## config.mk

```make
export PLATFORM = sky130hd
export DESIGN_NAME = ram_port_arbiter
export DESIGN_NICKNAME = d
export VERILOG_FILES = /design/src/rtl/ram_port_arbiter.sv
export SDC_FILE = /design/constraint.sdc
export NUM_CORES = 1
export LEC_CHECK = 0
export BUFFER_PORTS_ARGS = -buffer_cell sky130_fd_sc_hd__buf_2
export CORE_AREA = 5 5 173 175
export CTS_CLUSTER_DIAMETER = 120
export DETAILED_ROUTE_END_ITERATION = 6
export DIE_AREA = 0 0 178 180
export GPL_TIMING_DRIVEN = 0
export PLACE_DENSITY = 0.61
export SYNTH_ARGS = -nofsm -noshare
export SYNTH_HDL_FRONTEND = slang
export SYNTH_SLANG_ARGS = --single-unit
export TNS_END_PERCENT = 10
```

## constraint.sdc

```tcl
create_clock -name clk -period 6.2 [get_ports clk]
set_input_delay 1.24 -clock clk [delete_from_list [all_inputs] [get_ports clk]]
set_output_delay 1.24 -clock clk [all_outputs]
set_load 0.05 [all_outputs]
```

## src/rtl/ram_port_arbiter.sv

```systemverilog
// ram_port_arbiter
//   Shares one two-port, read-first block RAM between NUM_REQ requesters.
//   After reset the RAM is zero-filled two words per cycle (port A even,
//   port B odd addresses). Then up to two requests per cycle are granted with
//   round-robin priority, one per RAM port. Read data returns to the issuing
//   requester two cycles after its handshake.
//
// Ports
//   clk, rst_n            : single clock, asynchronous active-low reset
//   init_done             : high once the zero-fill has completed
//   req_valid/req_we      : per-requester valid and write flag
//   req_addr/req_wdata    : flattened per-requester address and write data
//   req_ready             : per-requester grant (transfer on valid & ready)
//   rsp_valid/rsp_data    : per-requester read-response pulse and data
//   ena/wea/addra/dia     : registered RAM port A strobe
//   enb/web/addrb/dib     : registered RAM port B strobe
//   doa/dob               : RAM read data, one cycle after the enable is sampled
module ram_port_arbiter #(
  parameter int NUM_REQ = 4,
  parameter int WIDTH   = 32,
  parameter int DEPTH   = 256,
  localparam int AW     = $clog2(DEPTH),
  localparam int IW     = $clog2(NUM_REQ)
) (
  input  logic                     clk,
  input  logic                     rst_n,
  output logic                     init_done,
  input  logic [NUM_REQ-1:0]       req_valid,
  input  logic [NUM_REQ-1:0]       req_we,
  input  logic [NUM_REQ*AW-1:0]    req_addr,
  input  logic [NUM_REQ*WIDTH-1:0] req_wdata,
  output logic [NUM_REQ-1:0]       req_ready,
  output logic [NUM_REQ-1:0]       rsp_valid,
  output logic [NUM_REQ*WIDTH-1:0] rsp_data,
  output logic                     ena,
  output logic                     enb,
  output logic                     wea,
  output logic                     web,
  output logic [AW-1:0]            addra,
  output logic [AW-1:0]            addrb,
  output logic [WIDTH-1:0]         dia,
  output logic [WIDTH-1:0]         dib,
  input  logic [WIDTH-1:0]         doa,
  input  logic [WIDTH-1:0]         dob
);

  typedef enum logic {CLEAR, RUN} state_t;

  state_t        state;
  logic [AW-1:0] clr_cnt;
  logic [IW-1:0] rr_ptr;

  // Arbitration results
  logic             a_hit, b_hit, a_go, b_go;
  logic [IW-1:0]    a_id, b_id;
  logic             a_we, b_we;
  logic [AW-1:0]    a_addr, b_addr;
  logic [WIDTH-1:0] a_wdata, b_wdata;

  // Read-tracking pipelines: stage 1 = strobe on the RAM, stage 2 = data back
  logic          a1_v, a2_v, b1_v, b2_v;
  logic [IW-1:0] a1_id, a2_id, b1_id, b2_id;

  // (base + k) mod NUM_REQ, valid for k < NUM_REQ; works for any NUM_REQ.
  function automatic logic [IW-1:0] rot_idx(input logic [IW-1:0] base, input int k);
    int s;
    s = int'(base) + k;
    if (s >= NUM_REQ) s -= NUM_REQ;
    return IW'(s);
  endfunction

  always_comb begin
    // NOTE: every variable gets a default first so no path can infer a latch.
    a_hit     = 1'b0;
    b_hit     = 1'b0;
    a_id      = '0;
    b_id      = '0;
    req_ready = '0;
    // First valid from rr_ptr wins port A; the next valid after it wins port B.
    for (int k = 0; k < NUM_REQ; k++) begin
      if (req_valid[rot_idx(rr_ptr, k)]) begin
        if (!a_hit) begin
          a_hit = 1'b1;
          a_id  = rot_idx(rr_ptr, k);
        end else if (!b_hit) begin
          b_hit = 1'b1;
          b_id  = rot_idx(rr_ptr, k);
        end
      end
    end
    a_we    = req_we[a_id];
    b_we    = req_we[b_id];
    a_addr  = req_addr[a_id*AW +: AW];
    b_addr  = req_addr[b_id*AW +: AW];
    a_wdata = req_wdata[a_id*WIDTH +: WIDTH];
    b_wdata = req_wdata[b_id*WIDTH +: WIDTH];
    a_go    = (state == RUN) && a_hit;
    // Same address on both ports with any write is a hazard: B waits a cycle.
    b_go    = (state == RUN) && b_hit && !((b_addr == a_addr) && (a_we || b_we));
    if (a_go) req_ready[a_id] = 1'b1;
    if (b_go) req_ready[b_id] = 1'b1;
  end

  always_ff @(posedge clk or negedge rst_n) begin
    if (!rst_n) begin
      state     <= CLEAR;
      clr_cnt   <= '0;
      init_done <= 1'b0;
      rr_ptr    <= '0;
      ena       <= 1'b0;
      enb       <= 1'b0;
      wea       <= 1'b0;
      web       <= 1'b0;
      addra     <= '0;
      addrb     <= '0;
      dia       <= '0;
      dib       <= '0;
    end else begin
      // NOTE: sequential state uses non-blocking assignments so every register
      // samples the pre-edge values regardless of statement order.
      case (state)
        CLEAR: begin
          ena     <= 1'b1;
          enb     <= 1'b1;
          wea     <= 1'b1;
          web     <= 1'b1;
          addra   <= clr_cnt;
          addrb   <= clr_cnt + AW'(1);
          dia     <= '0;
          dib     <= '0;
          clr_cnt <= clr_cnt + AW'(2);
          if (clr_cnt == AW'(DEPTH - 2)) begin
            state     <= RUN;
            init_done <= 1'b1;
          end
        end
        RUN: begin
          ena <= a_go;
          wea <= a_go && a_we;
          enb <= b_go;
          web <= b_go && b_we;
          // Idle ports keep their last address/data to avoid needless toggling.
          if (a_go) begin
            addra <= a_addr;
            dia   <= a_wdata;
          end
          if (b_go) begin
            addrb <= b_addr;
            dib   <= b_wdata;
          end
          // b_go implies a_go, so B (when granted) is the last winner.
          if (a_go) rr_ptr <= rot_idx(b_go ? b_id : a_id, 1);
        end
      endcase
    end
  end

  always_ff @(posedge clk or negedge rst_n) begin
    if (!rst_n) begin
      a1_v  <= 1'b0;
      a2_v  <= 1'b0;
      b1_v  <= 1'b0;
      b2_v  <= 1'b0;
      a1_id <= '0;
      a2_id <= '0;
      b1_id <= '0;
      b2_id <= '0;
    end else begin
      a1_v  <= a_go && !a_we;
      b1_v  <= b_go && !b_we;
      a1_id <= a_id;
      b1_id <= b_id;
      a2_v  <= a1_v;
      b2_v  <= b1_v;
      a2_id <= a1_id;
      b2_id <= b1_id;
    end
  end

  // Stage 2 lines up with RAM output data, so the response is steered directly.
  always_comb begin
    rsp_valid = '0;
    rsp_data  = '0;
    if (a2_v) begin
      rsp_valid[a2_id]                 = 1'b1;
      rsp_data[a2_id*WIDTH +: WIDTH]   = doa;
    end
    if (b2_v) begin
      rsp_valid[b2_id]                 = 1'b1;
      rsp_data[b2_id*WIDTH +: WIDTH]   = dob;
    end
  end

endmodule

```

Yosys cells after proc, flatten, opt, wreduce, memory -nomap -nowiden
Index checks and enable logic that the tools add are counted.
{"block": "totals", "wordCells": 156, "ram_bits": 0, "in_bits": 234, "latchBits": 0, "output_inout_bits": 221, "reg_bits": 108, "rom_bits": 0, "n_memories": 0}
{"block": "classes", "add_sub_neg": 13, "n_shift": 8, "multipliers": 0, "order_cmp": 17, "n_div": 0, "n_reduce_logical": 18, "eq_ne": 4, "bitwise": 4, "mux": 72}
{"operator": "two-way mux 128 bit", "count": 2}
{"operator": "variable shift 32 x 34 -> 128 bit (first input constant)", "count": 2}
{"operator": "variable part select 128 x 8 -> 32 bit", "count": 2}
{"operator": "variable part select 32 x 34 -> 128 bit", "count": 2}
{"operator": "bitwise AND 128 bit", "count": 1}
{"operator": "bitwise mux 128 bit", "count": 1}
{"operator": "case mux 32 bit (2 select lines)", "count": 2}
{"operator": "negator 7 -> 34 bit", "count": 2}
{"operator": "two-way mux 32 bit", "count": 2}
{"operator": "variable part select 32 x 6 -> 8 bit", "count": 2}
{"operator": "two-way mux 2 bit", "count": 21}
{"operator": "case mux 8 bit (2 select lines)", "count": 2}
{"operator": "less-than comparator 2 x 3 -> 1 bit (second input constant)", "count": 8}
{"operator": "two-way mux 1 bit", "count": 22}
{"operator": "two-way mux 4 bit", "count": 4}
{"operator": "two-way mux 8 bit", "count": 2}
{"operator": "binary-select mux 1 bit (select 2 bit)", "count": 6}
{"operator": ">= comparator 3 bit (second input constant)", "count": 4}
{"operator": "logical AND 1 bit", "count": 12}
{"operator": "subtractor 2 x 1 -> 2 bit (second input constant)", "count": 5}
{"operator": "adder 8 x 1 -> 8 bit (second input constant)", "count": 1}
{"operator": "adder 8 x 2 -> 8 bit (second input constant)", "count": 1}
{"operator": "demux 1 bit (select 2 bit)", "count": 4}
{"operator": "== test 8 bit", "count": 1}
{"operator": "other kinds (12)", "count": 25}

Depth between registers and ports, before layout
{"block": "depth", "word_depth": 23, "ltp_mapped": 18, "ltp_nobuf": 13}

Worst setup path before layout
Ideal clock, no wire load.
{"block": "synth_path", "path_kind": "input -> output", "start": "in req_valid[0]", "end": "out req_ready[0]", "slack_ns": 0.268, "arrival_time_ns": 4.692, "t_required_ns": 4.960, "path_stages": 15, "path_cell_list": "buf_6 -> buf_6 -> nor2_2 -> o31ai_1 -> ha_1 -> o31ai_1 -> nor3_2 -> nor2_4 -> inv_2 -> buf_6 -> mux2i_1 -> xnor2_2 -> nand4_4 -> o31ai_4 -> o32ai_1"}
{"block": "synth_between", "elab_chain_cells": 18}
{"item": "from (decl)", "line_no": "28", "text": "input logic [NUM_REQ-1:0] req_valid,"}
{"item": "branches (longest 17 deep; another with variable part select 32 x 6 -> 8 bit)"}
{"item": "two-way mux 4 bit *", "line_no": "101", "text": "if (b_go) req_ready[b_id] = 1'b1;"}
{"item": "to (decl)", "line_no": "32", "text": "output logic [NUM_REQ-1:0] req_ready,"}
Mark *: on every way between the ends. The select of a mux whose other input is x is not followed.

Final worst setup path
{"block": "layout_path", "start": "in req_valid[0]", "end": "out req_ready[1]"}
Same word-level chain as after synthesis.

==> results.cfg <==
[logic_synthesis]
syn_nets = 1302
synth_flop_cell = dfrtp_1
ys_ff_latch = 107
synth_cells = 1052
ys_types = 72
avgSynthCellArea_um2 = 8.67
synth-edff-count = 0
ys_seq_area_frac = 0.293
netlist_area_um2 = 9130
synth-warning-count = 0
async_flop_share = 1.00

[clock_network]
htree_num_levels = 3
cts_tree = done
cts_buffers = 9
ctsHoldBuffers = 0
cts_root_buf = clkbuf_16
clkTransAtPathRegs_ps = 70
clk_latency_ps = 360
cts_sinks = 107
cts_buffer_depth = 2

[die]
core_area_um2 = 28300
die_area_um2 = 32000
die_h_um = 180
rows = 62
io_pins = 455
initial_utilization = 0.322
die_width_um = 178

[sta]
finalSetupTns_ps = 0
finalHoldViolations = 0
timing.final.crit_share = 0.973
period_needed_ps = 6030
setup_viol = 0
tightest_slew_ps = 963
slew_headroom = 0.356
clock-skew-final_ps = 9.12
max_freq_mhz = 166
slew_viol_final = 0

[cells_and_area]
final_common_cell = buf_2
drive_gt1_frac = 0.373
stdcell_area_um2 = 12500
area_growth_pct = 37.0
num-fill-cells = 2877
final_cell_mix = buf_2 (468), nand2_1 (209), a22o_1 (131), dfrtp_1 (107), mux2i_1 (100)
nets = 1777
fin_cells = 1918

[placement]
portBuffers = 453
place_hpwl_um = 36700
gp_routability_congestion = 0.920
place_area_um2 = 11900
placedCellCount = 1890

[global_routing]
grt_pass1_vias = 10773
grt_max_degree = 63
grt-ovfl-total = 0
grt_use_total = 0.274
antenna_found_initial = 8
grt_pass1_wl_um = 68000

[worst_setup_path]
arrival_ps = 4790
setup.worst_path.end_class = output pin
cp.required_ps = 4960
worst-path-max-fanout = 10
cp-start-kind = input pin
crit_type = input pin to output pin

[pwr]
vdd_drop_max_v = 0.000147
power.leakage_nw = 6.42
power_per_cell_area_nw_per_um2 = 195
finalPower_mw = 2.43

[detailed_routing]
drt-total-wl_um = 46100
drtPass1Iterations = 5
postRouteAntennaNets = 0
vias_per_cell = 5.67
route.detailed.drc = 0
wl_per_cell_um = 24.1
drt_iter0_drc = 823
vias = 10877

[min_path]
hp-class = flip-flop to flip-flop

[job]
maxCapViolCount = 0

[status]
status = completed
## worst paths after layout
kind	from	to	slack, ps	cells past startpoint
setup / recovery	req_valid[0]	req_ready[1]	170	18
hold / removal	b1_id[1]	b2_id[1]	350	0
setup reg to reg	rr_ptr[1]	addrb[3]	2200	18
hold reg to reg	b1_id[1]	b2_id[1]	350	0
max in group asynchronous	rst_n	a2_id[0]	4710	2
min in group asynchronous	rst_n	dia[8]	790	1
## layer usage
layer | track usage | wire [um] | up-vias
li1 | - | - | 4935
met2 | 0.468 | 22300 | 568
met4 | 0.113 | 2010 | 6
met3 | 0.0687 | 4300 | 96
met5 | 0 | 34 | -
met1 | 0.327 | 17500 | 5272
## cells in the mapped netlist, types with 14 or more instances
cell / instances / share of area
nand2_1: 209 / 0.086
a22o_1: 131 / 0.13
mux2i_1: 109 / 0.12
dfrtp_1: 107 / 0.29
clkbuf_1: 69 / 0.028
o221ai_1: 39 / 0.037
a31oi_1: 34 / 0.023
a21oi_1: 27 / 0.015
o21ai_0: 24 / 0.013
mux2_2: 21 / 0.026
buf_2: 19 / 0.010
inv_1: 18 / 0.0074
nand3_1: 18 / 0.0099
nor2b_1: 18 / 0.012
o211ai_1: 17 / 0.014
a211oi_1: 16 / 0.013
ha_1: 16 / 0.022
nor2_1: 16 / 0.0066
xnor2_1: 15 / 0.014
or4_1: 14 / 0.012
## where the power goes
| group | internal, mW | switching (mW) | leakage (nW) |
|---|---|---|---|
| registers | 0.709 | 0.0115 | 1.42 |
| logic | 0.350 | 0.659 | 4.83 |
| clock network | 0.408 | 0.294 | 0.169 |
| total | 1.47 | 0.965 | 6.42 |
## metrics by stage
step	hold slack (ps)	setup WS [ps]	util
floorplan	331	268	-
finish	351	168	0.442
global placement	335	-429	0.419
global route	360	-5.05	0.442
detailed placement	336	-523	0.421
CTS	351	44.7	0.437
## critical path, cell delays in order
cell,delay [ps]
buf_2,110
buf_6,150
buf_6,160
nor2_2,60
o31ai_2,280
ha_1,290
o31ai_1,330
nor3_2,100
nor2_4,150
inv_2,90
buf_6,190
mux2i_4,310
xnor2_2,180
nand3_4,180
buf_6,200
o311ai_4,380
o22ai_1,120
clkbuf_4,260
## flip-flops by register name (all words and copies together), names as in the netlist
signal,cells
clr_cnt,7
a2_id,2
addrb,8
wea,1
rr_ptr,2
a1_id,2
b2_id,2
addra,8
a2_v,1
a1_v,1
enb,1
ena,1
init_done,1
state,1
web,1
b2_v,1
dia,32
dib,32
b1_v,1
b1_id,2
## cells by family (layout without fill, tap and decap cells)
logic type,Yosys count,after routing,share of synthesized area
simple gates,305,305,0.153
xor+xnor,17,17,0.0171
other cells,0,2,0
buf+inv,132,612,0.0701
mux,131,131,0.147
compound gates,343,343,0.296
fa+ha+maj,17,17,0.0230
flops,107,107,0.293
## cell type report
class / count / area [um2] / area share
Clock inverter: 6 / 111 / 0.00891
Inverter: 21 / 78.8 / 0.00630
Antenna cell: 2 / 5.00 / 0.000400
Timing Repair Buffer: 464 / 2410 / 0.192
Tap cell: 384 / 480 / 0.0384
Clock buffer: 10 / 239 / 0.0191
Buffer: 111 / 563 / 0.0450
Multi-Input combinational cell: 813 / 5940 / 0.475
Sequential cell: 107 / 2680 / 0.214
## timing repair
action                     CTS  global route
resized for setup            6            19
cloned                       0             0
setup endpoints to repair    4             4
buffers inserted             6             4
pin swaps                    2             2
No activity file was read; power rests on OpenSTA's default activity.
